===== src/rtl/trap_sequencer_if.sv =====
// Shared CSR types plus the commit-stage -> trap_sequencer request interface.
// The package sits here so the interface and the sequencer share one definition.
package trap_sequencer_pkg;
  localparam int CSR_XLEN = 64;

  typedef logic [CSR_XLEN-1:0] csr_t;
  typedef logic [11:0]         csr_addr;

  // Only the CSRs the sequencer reads; the CSR file drives these combinationally.
  typedef struct packed {
    csr_t mstatus;
    csr_t mtvec;
    csr_t mepc;
  } csr_pack;

  localparam csr_addr CSR_MSTATUS = 12'h300;
  localparam csr_addr CSR_MTVEC   = 12'h305;
  localparam csr_addr CSR_MEPC    = 12'h341;
  localparam csr_addr CSR_MCAUSE  = 12'h342;
  localparam csr_addr CSR_MTVAL   = 12'h343;
endpackage

// Handshake: a request transfers on a rising clk edge where trap_valid && trap_ready;
// the payload must be stable while trap_valid is high, trap_ready never depends on trap_valid.
interface trap_sequencer_if #(parameter int XLEN = 64);
  logic            trap_valid;
  logic            trap_ready;
  logic            trap_is_mret;
  logic [XLEN-1:0] trap_cause;
  logic [XLEN-1:0] trap_pc;
  logic [XLEN-1:0] trap_tval;

  modport master (
    output trap_valid, trap_is_mret, trap_cause, trap_pc, trap_tval,
    input  trap_ready
  );

  modport slave (
    input  trap_valid, trap_is_mret, trap_cause, trap_pc, trap_tval,
    output trap_ready
  );
endinterface


===== src/rtl/trap_sequencer.sv =====
// Trap-entry / MRET sequencer: writes mepc, mcause, mtval, mstatus one per cycle
// through the CSR write port, then pulses a fetch redirect and tracks privilege.
module trap_sequencer
  import trap_sequencer_pkg::*;
#(
  parameter int XLEN = 64
) (
  input  logic                  clk,
  input  logic                  rst,
  trap_sequencer_if.slave       trap,
  input  csr_pack               csrs,
  output logic                  csr_write_enable,
  output csr_addr               csr_dest_addr,
  output csr_t                  csr_write_data,
  output logic                  redirect_valid,
  output logic [XLEN-1:0]       redirect_pc,
  output logic [1:0]            priv_mode,
  output logic                  busy,
  output logic [2:0]            o_dbg_state
);

  localparam int MIE_BIT  = 3;
  localparam int MPIE_BIT = 7;
  localparam int MPP_LO   = 11;
  localparam int MPP_HI   = 12;

  typedef enum logic [2:0] {
    S_IDLE,
    S_W_EPC,
    S_W_CAUSE,
    S_W_TVAL,
    S_W_STATUS,
    S_M_STATUS,
    S_REDIRECT
  } state_t;

  state_t          r_state;
  state_t          w_next;
  logic [1:0]      r_priv;
  logic [1:0]      w_priv_next;
  logic            r_is_mret;
  logic [XLEN-1:0] r_cause;
  logic [XLEN-1:0] r_pc;
  logic [XLEN-1:0] r_tval;
  logic            w_accept;
  logic [XLEN-1:0] w_base;
  logic [XLEN-1:0] w_status;

  assign w_accept        = trap.trap_valid && (r_state == S_IDLE);
  assign trap.trap_ready = (r_state == S_IDLE);
  assign busy            = (r_state != S_IDLE);
  assign priv_mode       = r_priv;
  assign o_dbg_state     = r_state;

  always_ff @(posedge clk) begin
    if (!rst) begin
      r_state <= S_IDLE;
      r_priv  <= 2'b11;
    end else begin
      r_state <= w_next;
      r_priv  <= w_priv_next;
    end
  end

  // Request payload is only captured on acceptance, so no reset is needed.
  always_ff @(posedge clk) begin
    if (w_accept) begin
      r_is_mret <= trap.trap_is_mret;
      r_cause   <= trap.trap_cause;
      r_pc      <= trap.trap_pc;
      r_tval    <= trap.trap_tval;
    end
  end

  always_comb begin
    w_next           = r_state;
    w_priv_next      = r_priv;
    csr_write_enable = 1'b0;
    csr_dest_addr    = '0;
    csr_write_data   = '0;
    redirect_valid   = 1'b0;
    redirect_pc      = '0;
    w_base           = {csrs.mtvec[XLEN-1:2], 2'b00};
    w_status         = csrs.mstatus;

    unique case (r_state)
      S_IDLE: begin
        if (w_accept) w_next = trap.trap_is_mret ? S_M_STATUS : S_W_EPC;
      end
      S_W_EPC: begin
        csr_write_enable = 1'b1;
        csr_dest_addr    = CSR_MEPC;
        csr_write_data   = {r_pc[XLEN-1:2], 2'b00};
        w_next           = S_W_CAUSE;
      end
      S_W_CAUSE: begin
        csr_write_enable = 1'b1;
        csr_dest_addr    = CSR_MCAUSE;
        csr_write_data   = r_cause;
        w_next           = S_W_TVAL;
      end
      S_W_TVAL: begin
        csr_write_enable = 1'b1;
        csr_dest_addr    = CSR_MTVAL;
        csr_write_data   = r_tval;
        w_next           = S_W_STATUS;
      end
      S_W_STATUS: begin
        w_status[MPIE_BIT]      = csrs.mstatus[MIE_BIT];
        w_status[MIE_BIT]       = 1'b0;
        w_status[MPP_HI:MPP_LO] = r_priv;
        csr_write_enable        = 1'b1;
        csr_dest_addr           = CSR_MSTATUS;
        csr_write_data          = w_status;
        w_priv_next             = 2'b11;
        w_next                  = S_REDIRECT;
      end
      S_M_STATUS: begin
        w_status[MIE_BIT]       = csrs.mstatus[MPIE_BIT];
        w_status[MPIE_BIT]      = 1'b1;
        w_status[MPP_HI:MPP_LO] = 2'b00;
        csr_write_enable        = 1'b1;
        csr_dest_addr           = CSR_MSTATUS;
        csr_write_data          = w_status;
        // Only M and U exist: any MPP other than M returns to U.
        w_priv_next = (csrs.mstatus[MPP_HI:MPP_LO] == 2'b11) ? 2'b11 : 2'b00;
        w_next      = S_REDIRECT;
      end
      S_REDIRECT: begin
        redirect_valid = 1'b1;
        if (r_is_mret) begin
          redirect_pc = csrs.mepc;
        end else if (csrs.mtvec[1:0] == 2'b01 && r_cause[XLEN-1]) begin
          redirect_pc = w_base + {r_cause[XLEN-3:0], 2'b00};
        end else begin
          redirect_pc = w_base;
        end
        w_next = S_IDLE;
      end
      default: w_next = S_IDLE;
    endcase
  end

endmodule


===== src/flat_wrapper.sv =====
// flat-port wrapper written by rule: the top's interface ports become plain ports
module trap_sequencer_flat import trap_sequencer_pkg::*;
#(
  parameter int XLEN = 64
)
  (clk, rst, csrs, csr_write_enable, csr_dest_addr, csr_write_data, redirect_valid, redirect_pc, priv_mode, busy, o_dbg_state, trap_trap_valid, trap_trap_is_mret, trap_trap_cause, trap_trap_pc, trap_trap_tval, trap_trap_ready);
  trap_sequencer_if #(.XLEN(XLEN)) trap_i ();
  input  logic clk;
  input  logic rst;
  input  csr_pack csrs;
  output logic csr_write_enable;
  output csr_addr csr_dest_addr;
  output csr_t csr_write_data;
  output logic redirect_valid;
  output logic [XLEN-1:0] redirect_pc;
  output logic [1:0] priv_mode;
  output logic busy;
  output logic [2:0] o_dbg_state;
  input wire logic [$bits(trap_i.trap_valid)-1:0] trap_trap_valid;
  input wire logic [$bits(trap_i.trap_is_mret)-1:0] trap_trap_is_mret;
  input wire logic [$bits(trap_i.trap_cause)-1:0] trap_trap_cause;
  input wire logic [$bits(trap_i.trap_pc)-1:0] trap_trap_pc;
  input wire logic [$bits(trap_i.trap_tval)-1:0] trap_trap_tval;
  output wire logic [$bits(trap_i.trap_ready)-1:0] trap_trap_ready;
  assign trap_i.trap_valid = trap_trap_valid;
  assign trap_i.trap_is_mret = trap_trap_is_mret;
  assign trap_i.trap_cause = trap_trap_cause;
  assign trap_i.trap_pc = trap_trap_pc;
  assign trap_i.trap_tval = trap_trap_tval;
  assign trap_trap_ready = trap_i.trap_ready;
  trap_sequencer #(.XLEN(XLEN)) u_core (.clk(clk), .rst(rst), .trap(trap_i), .csrs(csrs), .csr_write_enable(csr_write_enable), .csr_dest_addr(csr_dest_addr), .csr_write_data(csr_write_data), .redirect_valid(redirect_valid), .redirect_pc(redirect_pc), .priv_mode(priv_mode), .busy(busy), .o_dbg_state(o_dbg_state));
endmodule

===== config.mk =====
export PLATFORM = sky130hd
export DESIGN_NAME = trap_sequencer_flat
export DESIGN_NICKNAME = d
export VERILOG_FILES = /design/src/rtl/trap_sequencer_if.sv /design/src/rtl/trap_sequencer.sv /design/src/flat_wrapper.sv
export SDC_FILE = /design/constraint.sdc
export NUM_CORES = 1
export LEC_CHECK = 0
export CORE_AREA = 2 2 206 208
export DETAILED_ROUTE_END_ITERATION = 12
export DIE_AREA = 0 0 208 210
export RECOVER_POWER = 25
export SYNTH_ARGS = -nofsm -noshare
export SYNTH_HDL_FRONTEND = slang
export SYNTH_SLANG_ARGS = --single-unit
export TNS_END_PERCENT = 5

===== constraint.sdc =====
create_clock -name clk -period 14.3 [get_ports clk]
set_clock_uncertainty 0.05 [all_clocks]
set_input_delay 2.145 -clock clk [delete_from_list [all_inputs] [get_ports clk]]
set_output_delay 2.145 -clock clk [all_outputs]
set_load 0.05 [all_outputs]

==> run metrics, run 1 <==
share of cells above drive strength 1 4.58%; Total Die Area about 44000 sq um; worst reg2reg setup slack roughly 11 ns; Inst Count DP 2384; register area share after synthesis 44.7%; synth cell count leaders a21oi_1 (195), edfxtp_1 (191), nand2_1 (172), o21ai_0 (138), nor2_1 (113); PortBufs 527; CP most frequent cell clkdlybuf4s50_1; Peak VDD IR 0.0990 mV; initial core utilization 31.4%; Final Hold Vio Count 0; die height 210 um; Hold Path End u_core.priv_mode[0]$_SDFFE_PN1N_; setup violators final 0; setup TNS 0 ns; Multi-input gate area 6740 sq um; vias 12600; type of the worst setup path primary input to primary output; Total GRT Usage 23.5%; Hold Crit Class flop to flop; final WL 53.0 mm; Rel. slew slack 28.1%; FFs w/ async S/R, synth 0%; Wirelength per Cell 21.9 um; initial antenna violation count 6; I/O Pins 537; final hold slack 0.545 ns; clock tree buffer depth 2; Cells after Synth 1395; postcts setup bufs 0; Row Count 75; routability congestion estimate 0.893; Min Clock Period, post-route ~9.1 ns; Clk pin slew, worst setup/hold paths 0.08 ns; Most used DFF post-synth edfxtp_1; clock buffer count from CTS 17; status complete, no violations; H-tree levels 4; Max Slew Vio Count 0; Sequential Area 5820 sq um; Setup crit start kind primary input; clock root buffer clkbuf_16; RSZ-0062 raised after global routing false; number of fill cells in the layout 4031; CP endpoint kind primary output; Synthesis Warnings 0; first-pass GRT wire length 77.4 mm; slew of the pin with the lowest slew margin 1.08 ns; ordered cell list for the critical path clkdlybuf4s50_1 > ha_1 > inv_1 > fa_1 > nor2b_1 > o2111ai_1 > a2111oi_4 > nor4_4 > o311ai_2 > o211ai_2 > o31ai_4 > a21boi_2 > xnor2_1 > a2111oi_2 > clkdlybuf4s50_1; Power Density roughly 110 nW/um^2; EDFF count, synth 191; Non-Filler Instances 2417; router iterations before antenna repair 5; Iter 0 DRT Violations 738; Crit path required time 12.10 ns; Worst R2R Path Depth 5; vias in the first global route 12700; Synth Cell Area 13000 sq um; HP Start u_core.priv_mode[0]$_SDFFE_PN1N_; post-synth top area cell edfxtp_1; CP max stage delay 0.87 ns; Max Cap Viol 0; hold buffers post-CTS 0; Layout area overhead 48.3%; gr ovfl total 0; Die W 208 um; syn_area_per_cell 9.33 sq um; slowest CP cell clkdlybuf4s50_1; fmax 110 MHz; Crit Reg-Reg Endpoint u_core.r_cause[37]$_DFFE_PP_; Synth top area share 44.1%; Seq cells post-synth 195; dpl hpwl 41.1 mm; post-CTS sizing 0; most common cell in the netlist a21oi_1; LEAKAGE 6.90 nW; CTS tree done; Netlist cell types between 80 and 90; Nets 2314; CORE AREA 41500 sq um; top post-synthesis cells by area edfxtp_1 (44%), a21oi_1 (7.5%), ha_1 (5.9%), mux2i_1 (5.4%), o21ai_0 (5.3%); largest net degree at the start of global routing 77; Avg Vias per Cell 5.22; r2r startpoint u_core.o_dbg_state[1]$_SDFFE_PN0P_; remaining antenna violation count after routing 0; CTS sink count 195; CP arrival 6.93 ns; Hold Crit Depth 2; worst-path fanout max 5; Clock Latency Late Sink roughly 0.46 ns; # DRC 0; Period Utilization, post-route a little under two thirds
layer usage:
layer / wire length (um) / vias up / global-route usage (%)
li1: - / 6107 / -
met1: 22100 / 5977 / 29.0
met2: 26300 / 480 / 40.6
met3: 3490 / 53 / 5.72
met4: 1120 / 8 / 6.92
met5: 53 / - / 0
metrics by stage:
stage	utilization, %	power (mW)	instance area [sq um]	setup slack [ns]
after floorplan	-	1.31	13000	6.35
after global placement	45.1	1.64	18700	5.18
after detailed placement	45.1	1.64	18700	5.14
after CTS	46.5	2.13	19300	5.11
after global routing	46.5	2.21	19300	4.87
final	46.5	2.11	19300	5.18
worst max path at each step:
stage	startpoint	endpoint	slack, ns	cells after the start
after global placement	csrs[66]	redirect_pc[38]	5.18	15
final	csrs[66]	redirect_pc[38]	5.18	15
after global routing	csrs[66]	redirect_pc[38]	4.87	15
after detailed placement	csrs[66]	redirect_pc[38]	5.14	15
after floorplan	csrs[66]	redirect_pc[38]	6.35	13
after CTS	csrs[66]	redirect_pc[38]	5.11	15
critical path, delay by kind of cell:
kind | cells | cell delay (ns)
and+or+nand+nor | 2 | 0.37
adders and majority gates | 2 | 0.60
AOI/OAI and AO/OA | 7 | 2.16
buffers and inverters | 3 | 1.48
xor gates and xnor gates | 1 | 0.16
area by class of cell:
cell class / count / area share [%]
multi-input cells: 1083 / 34.9
flip-flops and latches: 195 / 30.2
repair buffers: 543 / 28.0
clock inverters: 13 / 0.720
diodes: 1 / 0.0130
clock buffers: 19 / 2.29
well taps: 539 / 3.49
inverters: 24 / 0.467
sequential cells by signal, summed over array words and instances (netlist names):
register / cells
u_core.r_cause: 64
u_core.r_tval: 64
u_core.r_pc: 62
u_core.o_dbg_state: 3
u_core.priv_mode: 1
u_core.r_is_mret: 1
kinds of logic after synthesis:
kind of cell / Yosys count / share of synthesized area [%]
buf+inv: 123 / 3.91
mux: 72 / 5.56
xor+xnor: 51 / 3.43
flops: 195 / 44.7
other cells: 1 / 0.0288
fa+ha+maj: 62 / 6.02
compound gates: 498 / 23.0
simple gates: 393 / 13.4
report_power, final:
part / switching [mW] / internal (mW) / leakage [nW]
sequential: 0.0349 / 0.706 / 1.83
combinational: 0.551 / 0.335 / 4.78
clock: 0.230 / 0.251 / 0.283
total: 0.816 / 1.29 / 6.90
placed cells by master, fill, tap and decap left out, drive strengths merged, types with 5 or more instances in the layout:
cell type	Yosys	routed
clkdlybuf4s50	0	395
ha	61	61
o21bai	7	7
xor2	26	26
clkbuf	71	19
a221oi	7	7
nor2	113	113
a31oi	13	13
nand3	21	21
or2	5	5
and2	9	9
buf	28	16
mux2i	70	70
inv	23	31
or3	11	11
a21o	34	34
conb	1	7
nand4	13	13
a21oi	197	197
edfxtp	191	191
o31ai	6	6
nor3	11	11
nor2b	7	7
xnor2	25	25
o211ai	16	16
and3	13	13
o21ai	160	160
nand2	173	173
dlygate4sd3	0	132
a211oi	11	11
(Power assumes the default switching activity.)
==> run 2, diff against run 1 <==
--- a/config.mk
+++ b/config.mk
@@ -5,9 +5,9 @@
 export SDC_FILE = /design/constraint.sdc
 export NUM_CORES = 1
 export LEC_CHECK = 0
-export CORE_AREA = 2 2 206 208
+export CORE_AREA = 2 2 209 211
 export DETAILED_ROUTE_END_ITERATION = 12
-export DIE_AREA = 0 0 208 210
+export DIE_AREA = 0 0 211 213
 export RECOVER_POWER = 25
 export SYNTH_ARGS = -nofsm -noshare
 export SYNTH_HDL_FRONTEND = slang
==> constraint.sdc (replaced) <==
create_clock -name clk -period 9.09 [get_ports clk]
set_clock_uncertainty 0.05 [all_clocks]
set_input_delay 1.3635 -clock clk [delete_from_list [all_inputs] [get_ports clk]]
set_output_delay 1.3635 -clock clk [all_outputs]
set_load 0.05 [all_outputs]
==> run metrics, run 2 (same netlist as run 1, synthesis figures left out) <==
grt met3 use 4.91%; Final Worst Setup Slack 1.46 ns; Iter 0 DRT Violations 844; post-CTS sizing 0; Crit path required time about 7.7 ns; fmax 131 MHz; HP Start u_core.priv_mode[0]$_SDFFE_PN1N_; met1 Usage GRT 29.2%; clock buffer count from CTS 17; Design Area, Final 19300 sq um; Sequential Area 5820 sq um; Wirelength per Cell 22.0 um; routability congestion estimate between 0.8 and 0.9; H-tree levels 4; commonest non-fill, non-tap cell in the layout clkdlybuf4s50_1; LEAKAGE 6.87 nW; Min Clock Period, post-route about 7.6 ns; # DRC 0; Setup crit start kind primary input; Total Die Area 44900 sq um; status complete, no violations; r2r startpoint u_core.o_dbg_state[2]$_SDFFE_PN0P_; clock tree buffer depth 2; CTS sink count 195; Die W about 210 um; slew of the pin with the lowest slew margin 1.05 ns; vias in the first global route 12400; Multi-input gate area 6730 sq um; Layout area overhead 47.9%; placed inst area 18700 sq um; initial core utilization 30.5%; Avg Vias per Cell 5.21; setup TNS 0 ns; Peak VDD IR 0.115 mV; number of fill cells in the layout 4115; biggest regs u_core.r_cause x64, u_core.r_tval x64, u_core.r_pc x62; Crit Reg-Reg Endpoint u_core.r_cause[36]$_DFFE_PP_; die height 213 um; Worst R2R Path Depth 6; gr ovfl total 0; CP startpoint csrs[66]; Max Slew Vio Count 0; final WL 53.4 mm; worst-path fanout max 5; Max Cap Viol 0; CORE AREA 42700 sq um; Clock Latency Late Sink roughly 0.46 ns; Hold Path End u_core.priv_mode[0]$_SDFFE_PN1N_; RSZ-0062 raised after global routing false; I/O Pins about 540; met2 GRT Util just over 40%; CTS tree done; share of cells above drive strength 1 about 4.4%; total power 3.28 mW; global route hottest layer met2; Hold Crit Class flop to flop; clock root buffer clkbuf_16; largest net degree at the start of global routing 78; hold buffers post-CTS 0; type of the worst setup path primary input to primary output; dpl hpwl approximately 41 mm; Place WS 1.55 ns; vias about 13000; Power Density roughly 170 nW/um^2; Period Utilization, post-route 83.9%; Rel. slew slack 30.1%; postcts setup bufs 0; Final Hold Vio Count 0; router iterations before antenna repair 5; remaining antenna violation count after routing 0; CP endpoint kind primary output; first-pass GRT wire length 77.0 mm; Hold Crit Depth 2; Clk pin slew, worst setup/hold paths 0.07 ns; worst reg2reg setup slack ~5.5 ns; PortBufs 527; Nets 2314; Row Count between 70 and 80; most frequent cells in the layout clkdlybuf4s50_1 (395), a21oi_1 (195), edfxtp_1 (191); Total GRT Usage 23.0%; setup violators final 0; initial antenna violation count 7; CP arrival 6.21 ns
==> run 2: cell count changes in the layout (fill, tap and decap cells not counted) <==
cell,before,now
clkbuf_1,1,0
clkinvlp_4,1,3
nor2_2,1,0
inv_6,5,4
clkbuf_8,1,0
bufinv_16,1,0
clkinv_4,4,1
clkinv_2,0,2
nor2_1,112,113
clkinv_1,0,1
diode_2,1,2
==> run 2: worst max-delay path by stage <==
stage                                   to  slack, ns  cells past startpoint
2_1_floorplan  u_core.r_cause[0]$_DFFE_PP_       2.09                      5
5_1_grt                    redirect_pc[24]       1.28                     16
6_report                   redirect_pc[24]       1.46                     16
4_1_cts                    redirect_pc[38]       1.52                     15
3_5_place_dp               redirect_pc[38]       1.55                     15
3_3_place_gp               redirect_pc[38]       1.57                     15
==> run 2: power breakdown <==
group	switching [mW]	internal (mW)
Sequential	0.0623	1.11
Combinational	0.865	0.528
Clock	0.359	0.352
==> run 2: layout make-up <==
| type | instances | share of cell area (%) |
|---|---|---|
| Tap cell | 546 | 3.55 |
| Inverter | 24 | 0.468 |
| Clock buffer | 17 | 2.21 |
| Sequential cell | 195 | 30.2 |
| Clock inverter | 13 | 0.533 |
| Antenna cell | 2 | 0.0260 |
| Multi-Input combinational cell | 1083 | 35.0 |
| Timing Repair Buffer | 543 | 28.0 |
==> run 2: worst max-delay path, stage by stage <==
cell	delay, ns
clkdlybuf4s50_1	0.48
ha_1	0.22
inv_1	0.08
fa_1	0.41
nor2b_1	0.26
o2111ai_1	0.25
a2111oi_4	0.46
nor4_4	0.15
o21a_2	0.27
o21ai_1	0.16
a21oi_2	0.10
mux2i_1	0.13
a2111oi_0	0.88
buf_4	0.25
nor2_1	0.04
clkdlybuf4s50_1	0.69
==> run 2: routing by layer <==
layer | part of all wire (%) | vias to the layer above
met4 | 0.86 | 8
met1 | 43 | 6035
met5 | 0.097 | -
met3 | 6.2 | 31
met2 | 50 | 450
li1 | - | 6095
==> run 2: stage by stage <==
stage          hold slack (ns)  std cells  utilization, %
2_1_floorplan            0.733       1401               -
3_3_place_gp             0.549       2391            43.9
3_5_place_dp             0.544       2391            43.9
4_1_cts                  0.565       2421            45.1
5_1_grt                  0.624       2423            45.1
6_report                 0.555       2423            45.1
==> run 3, diff against run 2 <==
--- a/config.mk
+++ b/config.mk
@@ -5,9 +5,9 @@
 export SDC_FILE = /design/constraint.sdc
 export NUM_CORES = 1
 export LEC_CHECK = 0
-export CORE_AREA = 2 2 209 211
+export CORE_AREA = 2 2 207 209
 export DETAILED_ROUTE_END_ITERATION = 12
-export DIE_AREA = 0 0 211 213
+export DIE_AREA = 0 0 209 211
 export RECOVER_POWER = 25
 export SYNTH_ARGS = -nofsm -noshare
 export SYNTH_HDL_FRONTEND = slang
==> constraint.sdc (replaced) <==
create_clock -name clk -period 6.2 [get_ports clk]
set_clock_uncertainty 0.05 [all_clocks]
set_input_delay 0.93 -clock clk [delete_from_list [all_inputs] [get_ports clk]]
set_output_delay 0.93 -clock clk [all_outputs]
set_load 0.05 [all_outputs]
==> run metrics, run 3 (same netlist as run 1, synthesis figures left out) <==
status complete, no violations; Hold Crit Class flop to flop; H-tree levels 4; largest net degree at the start of global routing 113; Final Hold Vio Count 0; gr ovfl total 0; I/O Pins 537; first-pass GRT wire length roughly 77 mm; LEAKAGE ~7.1 nW; r2r startpoint u_core.o_dbg_state[2]$_SDFFE_PN0P_; CTS sink count 195; Crit path required time approximately 5.2 ns; Min Clock Period, post-route 5.91 ns; grt met3 use 5.61%; Power Density 250 nW/um^2; Avg Vias per Cell 5.26; fmax ~170 MHz; Peak VDD IR 0.173 mV; PortBufs 527; Clock Latency Late Sink 0.47 ns; setup TNS 0 ns; initial antenna violation count 4; CP arrival 4.93 ns; slew of the pin with the lowest slew margin 1.03 ns; placed inst area 19000 sq um; hold buffers post-CTS 0; remaining antenna violation count after routing 0; HP Start u_core.priv_mode[0]$_SDFFE_PN1N_; vias in the first global route 12700; Nets between 2000 and 2500; RSZ-0062 raised after global routing false; Max Cap Viol 0; met1 Usage GRT 28.5%; routability congestion estimate slightly above 0.9; global route hottest layer met2; clock buffer count from CTS 17; Clk pin slew, worst setup/hold paths ~0.07 ns; clock root buffer clkbuf_16; router iterations before antenna repair 5; Total Die Area 44100 sq um; Max Slew Vio Count 0; Period Utilization, post-route 95.3%; Total GRT Usage 23.2%; CTS tree done; commonest non-fill, non-tap cell in the layout clkdlybuf4s50_1; type of the worst setup path primary input to primary output; Wirelength per Cell 21.6 um; dpl hpwl just over 40 mm; clock tree buffer depth 2; final WL 52.4 mm; die height 211 um; worst-path fanout max 5; # DRC 0; most frequent cells in the layout clkdlybuf4s50_1 (355), a21oi_1 (195), edfxtp_1 (191); Layout area overhead 50.7%; CP startpoint csrs[66]; CP endpoint kind primary output; Setup crit start kind primary input; Design Area, Final 19600 sq um; Iter 0 DRT Violations 791; number of fill cells in the layout between 3000 and 4000; met2 GRT Util 40.4%; Row Count 75; CORE AREA 41800 sq um; Rel. slew slack 31.1%; setup violators final 0; vias 12700; initial core utilization 31.2%; Die W 209 um; share of cells above drive strength 1 roughly 7.0%; biggest regs u_core.r_cause x64, u_core.r_tval x64, u_core.r_pc x62
## run 3: changes by cell type in the layout (fill, tap and decap cells not counted), moves of 2 or more
cell,before,now
buf_4,16,34
buf_12,0,28
clkdlybuf4s50_1,395,355
bufinv_16,0,2
## run 3: power by group
group          leakage (nW)  switching [mW]  internal (mW)
clock                 0.288           0.531          0.608
combinational          4.97            1.25          0.790
sequential             1.83          0.0992           1.63
total                  7.09            1.88           3.03
## run 3: critical path: stages
cell and delay (ns):
clkdlybuf4s50_1 0.48, ha_1 0.18, inv_1 0.06, fa_1 0.40, nor2b_1 0.22, o2111ai_1 0.25
a2111oi_4 0.45, nor4_4 0.14, o311ai_2 0.40, o211ai_4 0.21, o211ai_2 0.36, a41oi_1 0.19
xor2_1 0.19, a21oi_1 0.27, buf_12 0.18
## run 3: final timing paths
kind | to | slack [ns] | depth (start not counted)
setup / recovery | redirect_pc[62] | 0.29 | 15
setup reg to reg | u_core.r_cause[32]$_DFFE_PP_ | 3.27 | 5
hold reg to reg | u_core.priv_mode[0]$_SDFFE_PN1N_ | 0.55 | 2
hold / removal | u_core.priv_mode[0]$_SDFFE_PN1N_ | 0.55 | 2
## run 3: what timing repair did
action                                  CTS  global route
setup buffers                             0             0
hold endpoints to repair                  0             0
endpoints found under the setup margin    0             3
gates resized for setup                   0             2
## run 3: metal layers
metal,part of all wire (%),vias to the layer above
met3,6.6,51
li1,-,6107
met5,0.025,-
met4,2.2,2
met2,49,458
met1,42,6125
## run 3: area by class of cell
class | count | area, sq um | share of cell area [%]
Antenna cell | 2 | 5.00 | 0.0255
Clock buffer | 18 | 429 | 2.19
Clock inverter | 14 | 166 | 0.848
Inverter | 24 | 90.1 | 0.459
Multi-Input combinational cell | 1083 | 6760 | 34.4
Sequential cell | 195 | 5820 | 29.7
Tap cell | 539 | 674 | 3.44
Timing Repair Buffer | 548 | 5680 | 29.0
## run 3: through the flow
| stage | util (%) | setup slack, ns | total power, mW | instances | hold WS [ns] |
|---|---|---|---|---|---|
| after floorplan | - | 0.684 | 3.01 | 1401 | 0.733 |
| after global placement | 45.5 | 0.246 | 3.79 | 2389 | 0.507 |
| after detailed placement | 45.5 | 0.227 | 3.81 | 2389 | 0.519 |
| after CTS | 46.9 | 0.199 | 4.96 | 2421 | 0.543 |
| after global routing | 47.0 | 0.00267 | 5.14 | 2422 | 0.599 |
| final | 47.0 | 0.291 | 4.91 | 2423 | 0.547 |
